File: config.mk
export PLATFORM = sky130hd
export DESIGN_NAME = multdiv_seq_ctrl_flat
export DESIGN_NICKNAME = d
export VERILOG_FILES = /design/src/rtl/multdiv_seq_ctrl_if.sv /design/src/rtl/multdiv_seq_ctrl.sv /design/src/flat_wrapper.sv
export SDC_FILE = /design/constraint.sdc
export NUM_CORES = 1
export LEC_CHECK = 0
export ABC_AREA = 1
export CORE_ASPECT_RATIO = 0.75
export CORE_MARGIN = 8
export CORE_UTILIZATION = 55
export DETAILED_ROUTE_END_ITERATION = 10
export PLACE_DENSITY_LB_ADDON = 0.12
export SLEW_MARGIN = 30
export SYNTH_ARGS = -nofsm -noshare
export SYNTH_HDL_FRONTEND = slang
export SYNTH_SLANG_ARGS = --single-unit
export TNS_END_PERCENT = 100
File: constraint.sdc
create_clock -name clock -period 4.85 [get_ports clock]
set_input_delay 0.97 -clock clock [delete_from_list [all_inputs] [get_ports clock]]
set_output_delay 0.97 -clock clock [all_outputs]
set_load 0.1 [all_outputs]
File: src/rtl/multdiv_seq_ctrl_if.sv
`default_nettype none
// ============================================================================
//  Module   : multdiv_seq_ctrl_if
//  Purpose  : Start/operand/result bundle between the execute stage and the
//             iterative multiply/divide unit.
//  Signals  : ctrl_MULT, ctrl_DIV        start strobes (pipeline -> unit)
//             data_operandA/B            operands, captured on the start edge
//             data_result/exception      result and its overflow/div0 flag
//             data_resultRDY             one-cycle result-valid pulse
//             busy                       high while the unit is iterating
//  Modports : master (pipeline side), slave (multdiv unit side)
//  Revision : 1.0  initial release
// ============================================================================
interface multdiv_seq_ctrl_if #(
    parameter int WIDTH = 32
);
    logic             ctrl_MULT;
    logic             ctrl_DIV;
    logic [WIDTH-1:0] data_operandA;
    logic [WIDTH-1:0] data_operandB;
    logic [WIDTH-1:0] data_result;
    logic             data_exception;
    logic             data_resultRDY;
    logic             busy;

    modport master (
        output ctrl_MULT, ctrl_DIV, data_operandA, data_operandB,
        input  data_result, data_exception, data_resultRDY, busy
    );

    modport slave (
        input  ctrl_MULT, ctrl_DIV, data_operandA, data_operandB,
        output data_result, data_exception, data_resultRDY, busy
    );
endinterface
`default_nettype wire

File: src/rtl/multdiv_seq_ctrl.sv
`default_nettype none
// ============================================================================
//  Module   : multdiv_seq_ctrl
//  Purpose  : Iterative signed multiply (radix-2 shift-add) / restoring divide,
//             one bit per clock, WIDTH iterations per operation.
//  Ports    : clock    rising-edge clock
//             reset_n  asynchronous active-low reset
//             bus      multdiv_seq_ctrl_if.slave (start, operands, result,
//                      exception, resultRDY, busy)
//  Notes    : Operands are converted to magnitudes on the start edge; the sign
//             is reapplied on the last iteration edge together with the
//             exception computation. Starts while busy are ignored.
//  Revision : 1.0  initial release
// ============================================================================
module multdiv_seq_ctrl #(
    parameter int WIDTH = 32
) (
    input  wire logic          clock,
    input  wire logic          reset_n,
    multdiv_seq_ctrl_if.slave  bus
);

    localparam int c_CNT_W = $clog2(WIDTH);

    typedef enum logic [1:0] {
        S_IDLE = 2'd0,
        S_MULT = 2'd1,
        S_DIV  = 2'd2,
        S_DONE = 2'd3
    } state_t;

    state_t               r_state;
    state_t               w_state_next;
    logic [c_CNT_W-1:0]   r_count;

    // r_mag holds the operand that stays constant during iteration:
    // |A| (multiplicand) for multiply, |B| (divisor) for divide.
    logic [WIDTH-1:0]     r_mag;
    // Multiply: {partial product high half, remaining multiplier bits}.
    // Divide  : low half is the dividend shifting out / quotient shifting in.
    logic [2*WIDTH-1:0]   r_acc;
    logic [WIDTH-1:0]     r_rem;
    logic                 r_sign;
    logic                 r_div_zero;

    logic [WIDTH-1:0]     r_result;
    logic                 r_exc;
    logic                 r_rdy;

    logic                 w_busy;
    logic                 w_start;
    logic                 w_last;

    function automatic logic [WIDTH-1:0] f_abs(input logic [WIDTH-1:0] v);
        // The most negative value maps onto itself, which is its correct
        // unsigned magnitude.
        f_abs = v[WIDTH-1] ? (~v + 1'b1) : v;
    endfunction

    // ------------------------------------------------------------------
    // Single-iteration datapath
    // ------------------------------------------------------------------
    logic [WIDTH:0]       w_mul_sum;
    logic [2*WIDTH-1:0]   w_mul_next;
    logic [WIDTH:0]       w_rem_shift;
    logic [WIDTH:0]       w_trial;
    logic                 w_fit;
    logic [WIDTH-1:0]     w_rem_next;
    logic [WIDTH-1:0]     w_quo_next;

    assign w_mul_sum   = {1'b0, r_acc[2*WIDTH-1:WIDTH]}
                       + {1'b0, r_mag & {WIDTH{r_acc[0]}}};
    assign w_mul_next  = {w_mul_sum, r_acc[WIDTH-1:1]};

    // Remainder stays below |B| <= 2^(WIDTH-1), so the shifted value fits in
    // WIDTH+1 bits and the trial sign bit is a clean borrow indicator.
    assign w_rem_shift = {r_rem, r_acc[WIDTH-1]};
    assign w_trial     = w_rem_shift - {1'b0, r_mag};
    assign w_fit       = ~w_trial[WIDTH];
    assign w_rem_next  = w_fit ? w_trial[WIDTH-1:0] : w_rem_shift[WIDTH-1:0];
    assign w_quo_next  = {r_acc[WIDTH-2:0], w_fit};

    // ------------------------------------------------------------------
    // Final sign correction and exception detection
    // ------------------------------------------------------------------
    logic [2*WIDTH-1:0]   w_prod_s;
    logic                 w_mul_exc;
    logic [WIDTH-1:0]     w_quo_s;
    logic [WIDTH-1:0]     w_div_res;
    logic                 w_div_exc;

    assign w_prod_s  = r_sign ? (~w_mul_next + 1'b1) : w_mul_next;
    assign w_mul_exc = (w_prod_s[2*WIDTH-1:WIDTH] != {WIDTH{w_prod_s[WIDTH-1]}});

    assign w_quo_s   = r_sign ? (~w_quo_next + 1'b1) : w_quo_next;
    assign w_div_res = r_div_zero ? '0 : w_quo_s;
    // A positive quotient with the top bit set (only MIN / -1) cannot be
    // represented; a negative one of magnitude 2^(WIDTH-1) can.
    assign w_div_exc = r_div_zero | (~r_sign & w_quo_next[WIDTH-1]);

    // ------------------------------------------------------------------
    // Sequencing FSM
    // ------------------------------------------------------------------
    always_ff @(posedge clock or negedge reset_n) begin
        if (!reset_n) begin
            r_state <= S_IDLE;
        end else begin
            r_state <= w_state_next;
        end
    end

    always_comb begin
        w_state_next = r_state;
        w_busy       = 1'b0;
        w_start      = 1'b0;
        w_last       = 1'b0;
        case (r_state)
            S_IDLE, S_DONE: begin
                if (bus.ctrl_MULT) begin
                    w_state_next = S_MULT;
                    w_start      = 1'b1;
                end else if (bus.ctrl_DIV) begin
                    w_state_next = S_DIV;
                    w_start      = 1'b1;
                end
            end
            S_MULT, S_DIV: begin
                w_busy = 1'b1;
                if (r_count == c_CNT_W'(WIDTH - 1)) begin
                    w_last       = 1'b1;
                    w_state_next = S_DONE;
                end
            end
            default: w_state_next = S_IDLE;
        endcase
    end

    // ------------------------------------------------------------------
    // Datapath and result registers
    // ------------------------------------------------------------------
    always_ff @(posedge clock or negedge reset_n) begin
        if (!reset_n) begin
            r_count    <= '0;
            r_mag      <= '0;
            r_acc      <= '0;
            r_rem      <= '0;
            r_sign     <= 1'b0;
            r_div_zero <= 1'b0;
            r_result   <= '0;
            r_exc      <= 1'b0;
            r_rdy      <= 1'b0;
        end else begin
            r_rdy <= w_last;
            if (w_start) begin
                r_count    <= '0;
                r_rem      <= '0;
                r_sign     <= bus.data_operandA[WIDTH-1] ^ bus.data_operandB[WIDTH-1];
                if (bus.ctrl_MULT) begin
                    r_mag      <= f_abs(bus.data_operandA);
                    r_acc      <= {{WIDTH{1'b0}}, f_abs(bus.data_operandB)};
                    r_div_zero <= 1'b0;
                end else begin
                    r_mag      <= f_abs(bus.data_operandB);
                    r_acc      <= {{WIDTH{1'b0}}, f_abs(bus.data_operandA)};
                    r_div_zero <= (bus.data_operandB == '0);
                end
            end else if (w_busy) begin
                r_count <= w_last ? '0 : r_count + 1'b1;
                if (r_state == S_MULT) begin
                    r_acc <= w_mul_next;
                    if (w_last) begin
                        r_result <= w_prod_s[WIDTH-1:0];
                        r_exc    <= w_mul_exc;
                    end
                end else begin
                    r_acc <= {r_acc[2*WIDTH-1:WIDTH], w_quo_next};
                    r_rem <= w_rem_next;
                    if (w_last) begin
                        r_result <= w_div_res;
                        r_exc    <= w_div_exc;
                    end
                end
            end
        end
    end

    assign bus.data_result    = r_result;
    assign bus.data_exception = r_exc;
    assign bus.data_resultRDY = r_rdy;
    assign bus.busy           = w_busy;

endmodule
`default_nettype wire

File: src/flat_wrapper.sv
// flat-port wrapper written by rule: the top's interface ports become plain ports
module multdiv_seq_ctrl_flat 
#(
    parameter int WIDTH = 32
)
  (clock, reset_n, bus_ctrl_MULT, bus_ctrl_DIV, bus_data_operandA, bus_data_operandB, bus_data_result, bus_data_exception, bus_data_resultRDY, bus_busy);
  multdiv_seq_ctrl_if #(.WIDTH(WIDTH)) bus_i ();
  input  wire logic clock;
  input  wire logic reset_n;
  input wire logic [$bits(bus_i.ctrl_MULT)-1:0] bus_ctrl_MULT;
  input wire logic [$bits(bus_i.ctrl_DIV)-1:0] bus_ctrl_DIV;
  input wire logic [$bits(bus_i.data_operandA)-1:0] bus_data_operandA;
  input wire logic [$bits(bus_i.data_operandB)-1:0] bus_data_operandB;
  output wire logic [$bits(bus_i.data_result)-1:0] bus_data_result;
  output wire logic [$bits(bus_i.data_exception)-1:0] bus_data_exception;
  output wire logic [$bits(bus_i.data_resultRDY)-1:0] bus_data_resultRDY;
  output wire logic [$bits(bus_i.busy)-1:0] bus_busy;
  assign bus_i.ctrl_MULT = bus_ctrl_MULT;
  assign bus_i.ctrl_DIV = bus_ctrl_DIV;
  assign bus_i.data_operandA = bus_data_operandA;
  assign bus_i.data_operandB = bus_data_operandB;
  assign bus_data_result = bus_i.data_result;
  assign bus_data_exception = bus_i.data_exception;
  assign bus_data_resultRDY = bus_i.data_resultRDY;
  assign bus_busy = bus_i.busy;
  multdiv_seq_ctrl #(.WIDTH(WIDTH)) u_core (.clock(clock), .reset_n(reset_n), .bus(bus_i));
endmodule
==> key figures, run 1 <==
STA
  • Clock skew: 0.0214 ns
  • TNS Setup: 0 ns
  • Relative slew margins: 0.336
  • Final setup fails: 0
  • Worst-Margin Slew: 0.993 ns
  • Hold violation total from the final report: 0
  • Fmax: 251 MHz
  • Slew Viols, Final: 0
  • Worst setup margin: 0.860 ns
  • RSZ-0062 raised after global routing: false
  • Period utilisation layout: 0.823
  • Min cycle time layout: 3.99 ns

Die
  • Die footprint: 37700 sq um
  • Core area: 31300 sq um
  • DIE WIDTH: 222 microns
  • Chip height: 170 microns
  • Row cnt: 56
  • Ports: 103
  • Starting Density: 0.558

Placed design
  • Setup Slack @ Placement: 0.837 ns
  • Placed Cells: 3269
  • I/O Buffers: 102
  • Placement-stage cell area: 18700 sq um
  • Routability cong.: 1.02
  • HPWL Detailed: 49.4 mm

Synthesis
  • FFs w/ async S/R, synth: 1.00
  • Synth Warn #: 0
  • Post-synthesis area per instance: 6.13 sq um
  • Net count after synthesis: 2988
  • Synth top area share: 0.245
  • #FFs+latches synth: 171
  • Synth area leaders: dfrtp_1 25%, nand2_1 17%, inv_1 8.1%
  • Synth unique cells: 58
  • Commonest cells post-synth: 803 x nand2_1, 376 x inv_1, 290 x nor2_1
  • Cell count after synthesis: 2847
  • Post-synthesis cell area: 17400 sq um
  • Ys flop type: dfrtp_1
  • Top-count cell post-synth: nand2_1
  • Post-synth EDFFs: 0
  • Top cell type by total area after synthesis: dfrtp_1
  • Post-synthesis sequential area ratio: 0.245

Setup path
  • Worst Path Arrival: 4.35 ns
  • Reg2reg end: u_core.bus.data_exception
  • Crit path launch type: register
  • FF-to-FF Start: u_core.r_acc[0]
  • Kind of cell adding the most delay to the critical path: simple AND/OR/NAND/NOR gates
  • Worst path most repeated cell: nand2_1
  • Worst path depth: 28
  • Crit Path Class: reg -> reg
  • Buf+Inv Stages, Crit Path: 4
  • Worst R2R Setup Slack: 0.86 ns
  • Crit-path max FO: 29
  • Slowest cell on crit path: dfrtp_1
  • Length in cells of the worst reg-to-reg path: 28
  • Endpoint class of the critical path: register
  • CP endpoint: u_core.bus.data_exception
  • CP peak stage delay: 0.50 ns
  • WP data required: 5.21 ns
  • Crit path from: u_core.r_acc[0]

Final layout
  • Fraction of layout cells with a size suffix above 1: 0.0639
  • Fill count: 2985
  • Synthesis-to-finish area growth: 10.8%
  • # nets final: 3023
  • Design area: 19300 sq um
  • Ant diodes: 0
  • Non-filler cells, final: 3301

Global route
  • Vias in the first global route: 17500
  • Overflow after GRT: 0
  • Largest net degree at the start of global routing: 93
  • First-pass GRT wire length: 96.9 mm
  • Initial antenna violation count: 0
  • Grt peak-use layer: met1
  • GR Util met2: 0.467
  • Met3 Usage GRT: 0.0685
  • Tot GR Track Use: 0.322
  • Met1 GRT Util: 0.477

Clock network
  • Clock H-tree levels: 4
  • CTS Hold Bufs: 0
  • Clk_lat worst skew: 0.47 ns
  • CTS tree: built
  • Total CTS buffers: 17
  • CTS Root Buffer Type: clkbuf_16
  • TritonCTS Sinks: 171
  • Setup bufs post-CTS: 0
  • Worst-path clk slew: 0.09 ns
  • Clock Tree Buf Depth: 2
  • Post_cts resized: 0

Power and ir drop
  • Psw: 8660 uW
  • Sequential fraction of design power: 0.182
  • Worst vdd ir: 0.000509 V
  • Sw Share: 0.588
  • Comb pwr share: 0.719
  • Clock share of power: 0.098
  • Total chip power: 14700 uW
  • Int Pwr: 6060 uW
  • Pwr Density: 761 nW/um^2
  • Pleak: 0.00985 uW

Routing
  • Initial DRC count: 2306
  • Post-route ant nets: 0
  • Via density: 5.93
  • First-pass iteration count of the detailed router: 7
  • WL final: 62.6 mm
  • Via count: 19600
  • Number of remaining DRC errors: 0
  • Routed wire length per instance: 19.0 microns

Worst hold path
  • Hold crit path type: in -> async

Run
  • Max-cap violations: 0

Outcome
  • Status: finished, final reports clean
worst min path at each step:
stage / end / slack (ns) / cells after the start
2_1_floorplan: u_core.r_div_zero / 0.45 / 2
3_3_place_gp: u_core.bus.data_exception / 0.46 / 2
3_5_place_dp: u_core.bus.data_result[3] / 0.48 / 2
4_1_cts: u_core.r_acc[39] / 0.44 / 1
5_1_grt: u_core.r_acc[39] / 0.47 / 1
6_report: u_core.r_acc[39] / 0.43 / 1
cells by family after synthesis:
kind of cell             synth area share
AO/OA/AOI/OAI                       0.166
AND/OR/NAND/NOR                     0.376
buffers and inverters               0.113
flip-flops                          0.245
adder cells (fa/ha/maj)            0.0532
XOR/XNOR                           0.0467
registers in the layout (all words and copies together) (netlist names):
| signal | flops |
|---|---|
| u_core.r_count | 5 |
| u_core.bus.data_resultRDY | 1 |
| u_core.r_rem | 32 |
| u_core.r_state | 2 |
| u_core.bus.data_result | 32 |
| u_core.r_div_zero | 1 |
| u_core.r_acc | 64 |
| u_core.r_mag | 32 |
| u_core.r_sign | 1 |
| u_core.bus.data_exception | 1 |
routing by layer:
layer	vias to the layer above	routed length, microns
li1	9322	-
met1	9067	28500
met2	1066	25600
met3	106	7130
met4	0	1380
met5	-	0
per-stage QoR:
step                      hold slack (ns)  utilization
after floorplan                     0.447            -
final                               0.429        0.618
after CTS                           0.445        0.618
after global routing                0.468        0.618
after detailed placement            0.477        0.599
after global placement              0.464        0.599
worst reg2reg max path, delay by kind of cell, from the launching register on:
family	cells	cell delay (ns)
AND/OR/NAND/NOR	23	2.52
flip-flops	1	0.50
buffers and inverters	4	0.57
adder cells (fa/ha/maj)	1	0.32
final cells by class:
class | count | area [sq um] | share of cell area
Multi-Input combinational cell | 2161 | 11200 | 0.580
Sequential cell | 171 | 4280 | 0.221
Inverter | 404 | 1520 | 0.0785
Timing Repair Buffer | 127 | 1220 | 0.0630
Tap cell | 406 | 508 | 0.0263
Clock buffer | 17 | 425 | 0.0220
Clock inverter | 15 | 173 | 0.00893
power by group through the flow:
stage / Combinational [uW] / Clock, uW / Sequential (uW)
3_3_place_gp: 9980 / 0 / 2640
3_5_place_dp: 10200 / 0 / 2650
4_1_cts: 10300 / 1450 / 2630
6_report: 10600 / 1450 / 2680
5_1_grt: 11700 / 1510 / 2720
2_1_floorplan: 7750 / 0 / 2310
cells in the final DEF (no fill, tap or decap), types with 14 or more instances in the layout:
cell type / instances
buf_4: 24
nand2_1: 803
a22oi_1: 24
o211ai_1: 47
o21bai_1: 14
inv_2: 26
nand4_1: 28
o21ai_0: 176
nor3_1: 34
ha_1: 71
xnor2_1: 34
a21oi_1: 109
a31oi_1: 42
xor2_1: 59
nand2_2: 32
nand3_1: 236
inv_1: 375
nand3b_1: 15
nor2_1: 287
o22ai_1: 15
dfrtp_1: 170
nor2_2: 24
clkbuf_16: 17
clkdlybuf4s50_1: 100
(Power assumes the default switching activity.)
==> inputs of run 2 (changes only) <==
==> constraint.sdc (replaced) <==
create_clock -name clock -period 3.5 [get_ports clock]
set_input_delay 0.7 -clock clock [delete_from_list [all_inputs] [get_ports clock]]
set_output_delay 0.7 -clock clock [all_outputs]
set_load 0.1 [all_outputs]
==> run 2 against run 1 <==
  * The run now ends with negative setup slack left
  * Setup slack worse by 0.95 ns
  * Critical endpoint unchanged
  * Register-to-register slack worse by 0.95 ns
  * First-iteration DRC count is 25% higher
  * Combinational power is 63% higher
  * Sequential share of layout area is 2.1 points lower
  * Fmax is 11% higher
  * Flip-flop and latch count stayed put
  * Sequential power is 41% higher
  * Cell count is 4.2% higher
  * Clock skew is 0.00053 ns lower
==> key figures, run 2 (synthesis results as in run 1) <==
Clock network
  • CTS Hold Bufs: 0
  • Worst-path clk slew: 0.08 ns
  • Clk_lat worst skew: 0.47 ns
  • Clock H-tree levels: 4
  • CTS tree: built
  • CTS Root Buffer Type: clkbuf_16
  • Total CTS buffers: 17
  • TritonCTS Sinks: 171
  • Clock Tree Buf Depth: 2

Routing
  • Via count: 20400
  • Routed wire length per instance: 19.4 microns
  • WL final: 66.8 mm
  • Initial DRC count: 2892
  • First-pass iteration count of the detailed router: 8
  • Number of remaining DRC errors: 0
  • Post-route ant nets: 0
  • Via density: 5.92

Final layout
  • Synthesis-to-finish area growth: 22.6%
  • Largest register by flop count: u_core.r_acc
  • Most frequent cells in the layout: 726 x nand2_1, 360 x inv_1, 259 x nor2_1, 223 x nand3_1, 175 x o21ai_0
  • Commonest non-fill, non-tap cell in the layout: nand2_1
  • Fraction of layout cells with a size suffix above 1: 0.164
  • Non-filler cells, final: 3439
  • Fill count: 2787
  • Ant diodes: 0
  • Storage cell area: 4280 sq um
  • Design area: 21400 sq um
  • Area of the multi-input gates: 12100 sq um
  • Max reg flops: 64
  • # nets final: 3161

Placed design
  • Routability cong.: 1.02
  • Placed Cells: 3377
  • Setup Slack @ Placement: -0.0848 ns
  • HPWL Detailed: 50.7 mm
  • Placement-stage cell area: 19600 sq um
  • I/O Buffers: 102

Global route
  • Overflow after GRT: 0
  • Vias in the first global route: 17800
  • Initial antenna violation count: 1
  • First-pass GRT wire length: 98.2 mm
  • Tot GR Track Use: 0.325
  • Largest net degree at the start of global routing: 91

Die
  • Die footprint: 37700 sq um
  • Starting Density: 0.558
  • Ports: 103
  • Chip height: 170 microns
  • Core area: 31300 sq um
  • DIE WIDTH: 222 microns
  • Row cnt: 56

Setup path
  • Crit path launch type: register
  • WP data required: 3.85 ns
  • Worst path most repeated cell: nand2_1
  • Buf+Inv Stages, Crit Path: 3
  • Endpoint class of the critical path: register
  • Crit-path max FO: 8
  • Slowest cell on crit path: dfrtp_2
  • Worst Path Arrival: 3.94 ns
  • CP peak stage delay: 0.53 ns
  • Crit Path Class: reg -> reg
  • Kind of cell adding the most delay to the critical path: simple AND/OR/NAND/NOR gates

STA
  • Worst-Margin Slew: 0.995 ns
  • Fmax: 279 MHz
  • Clock skew: 0.0209 ns
  • Slew Viols, Final: 0
  • Final setup fails: 1
  • Min cycle time layout: 3.59 ns
  • Hold_ws: 0.211 ns
  • Hold violation total from the final report: 0
  • Relative slew margins: 0.335
  • RSZ-0062 raised after global routing: true
  • Worst setup margin: -0.0872 ns
  • Period utilisation layout: 1.02

Power and ir drop
  • Worst vdd ir: 0.000631 V
  • Pwr Density: 1080 nW/um^2
  • Pleak: 0.0106 uW

Run
  • Max-cap violations: 0

Outcome
  • Failing checks: negative setup slack
  • Status: finished, violations left

Worst hold path
  • Hold crit path type: in -> async
==> run 2: worst paths after layout <==
path / startpoint / to / slack (ns) / cells after the start
worst max-delay path: u_core.r_acc[0] / u_core.bus.data_exception / -0.09 / 28
worst min-delay path: reset_n / u_core.r_acc[60] / 0.21 / 1
worst max register to register: u_core.r_acc[0] / u_core.bus.data_exception / -0.09 / 28
worst min register to register: u_core.bus.data_result[13] / u_core.bus.data_result[13] / 0.48 / 2
max in group asynchronous: reset_n / u_core.r_mag[29] / 2.32 / 2
min in group clock: u_core.bus.data_result[13] / u_core.bus.data_result[13] / 0.48 / 2
==> run 2: area by class of cell <==
| class | count | area share |
|---|---|---|
| Clock buffer | 19 | 0.0207 |
| Clock inverter | 13 | 0.00825 |
| Inverter | 404 | 0.0713 |
| Multi-Input combinational cell | 2161 | 0.568 |
| Sequential cell | 171 | 0.200 |
| Tap cell | 406 | 0.0238 |
| Timing Repair Buffer | 265 | 0.108 |
==> run 2: power breakdown <==
group,switching (uW),internal (uW),total (uW)
Sequential,1020,2770,3790
Combinational,11100,6230,17300
Clock,924,1160,2090
Total,13000,10200,23200
==> run 2: through the flow <==
step / util / setup TNS [ns] / total power (uW)
after floorplan: - / 0 / 13900
after global routing: 0.684 / -0.300 / 24800
after CTS: 0.647 / 0 / 20900
after global placement: 0.626 / -0.0215 / 18400
after detailed placement: 0.626 / -0.240 / 18700
final: 0.684 / -0.0872 / 23200
==> run 2: timing repair <==
| action | 4_1_cts | 5_1_grt |
|---|---|---|
| endpoints found under the setup margin | 1 | 17 |
| gates resized for setup | 13 | 228 |
| pin swaps | 2 | 67 |
| setup buffers | 1 | 26 |
| gates cloned | 0 | 3 |
==> run 2: worst reg2reg max path, delay by kind of cell, from the launching register on <==
kind / cells / cell delay (ns)
adder cells (fa/ha/maj): 1 / 0.24
buffers and inverters: 3 / 0.43
flip-flops: 1 / 0.53
AO/OA/AOI/OAI: 1 / 0.24
AND/OR/NAND/NOR: 23 / 2.05
==> run 2: per-layer routing <==
layer	global-route usage	part of all wire
met3	0.0612	0.11
met4	0.0900	0.027
met2	0.471	0.42
met5	0	0.00013
met1	0.486	0.44
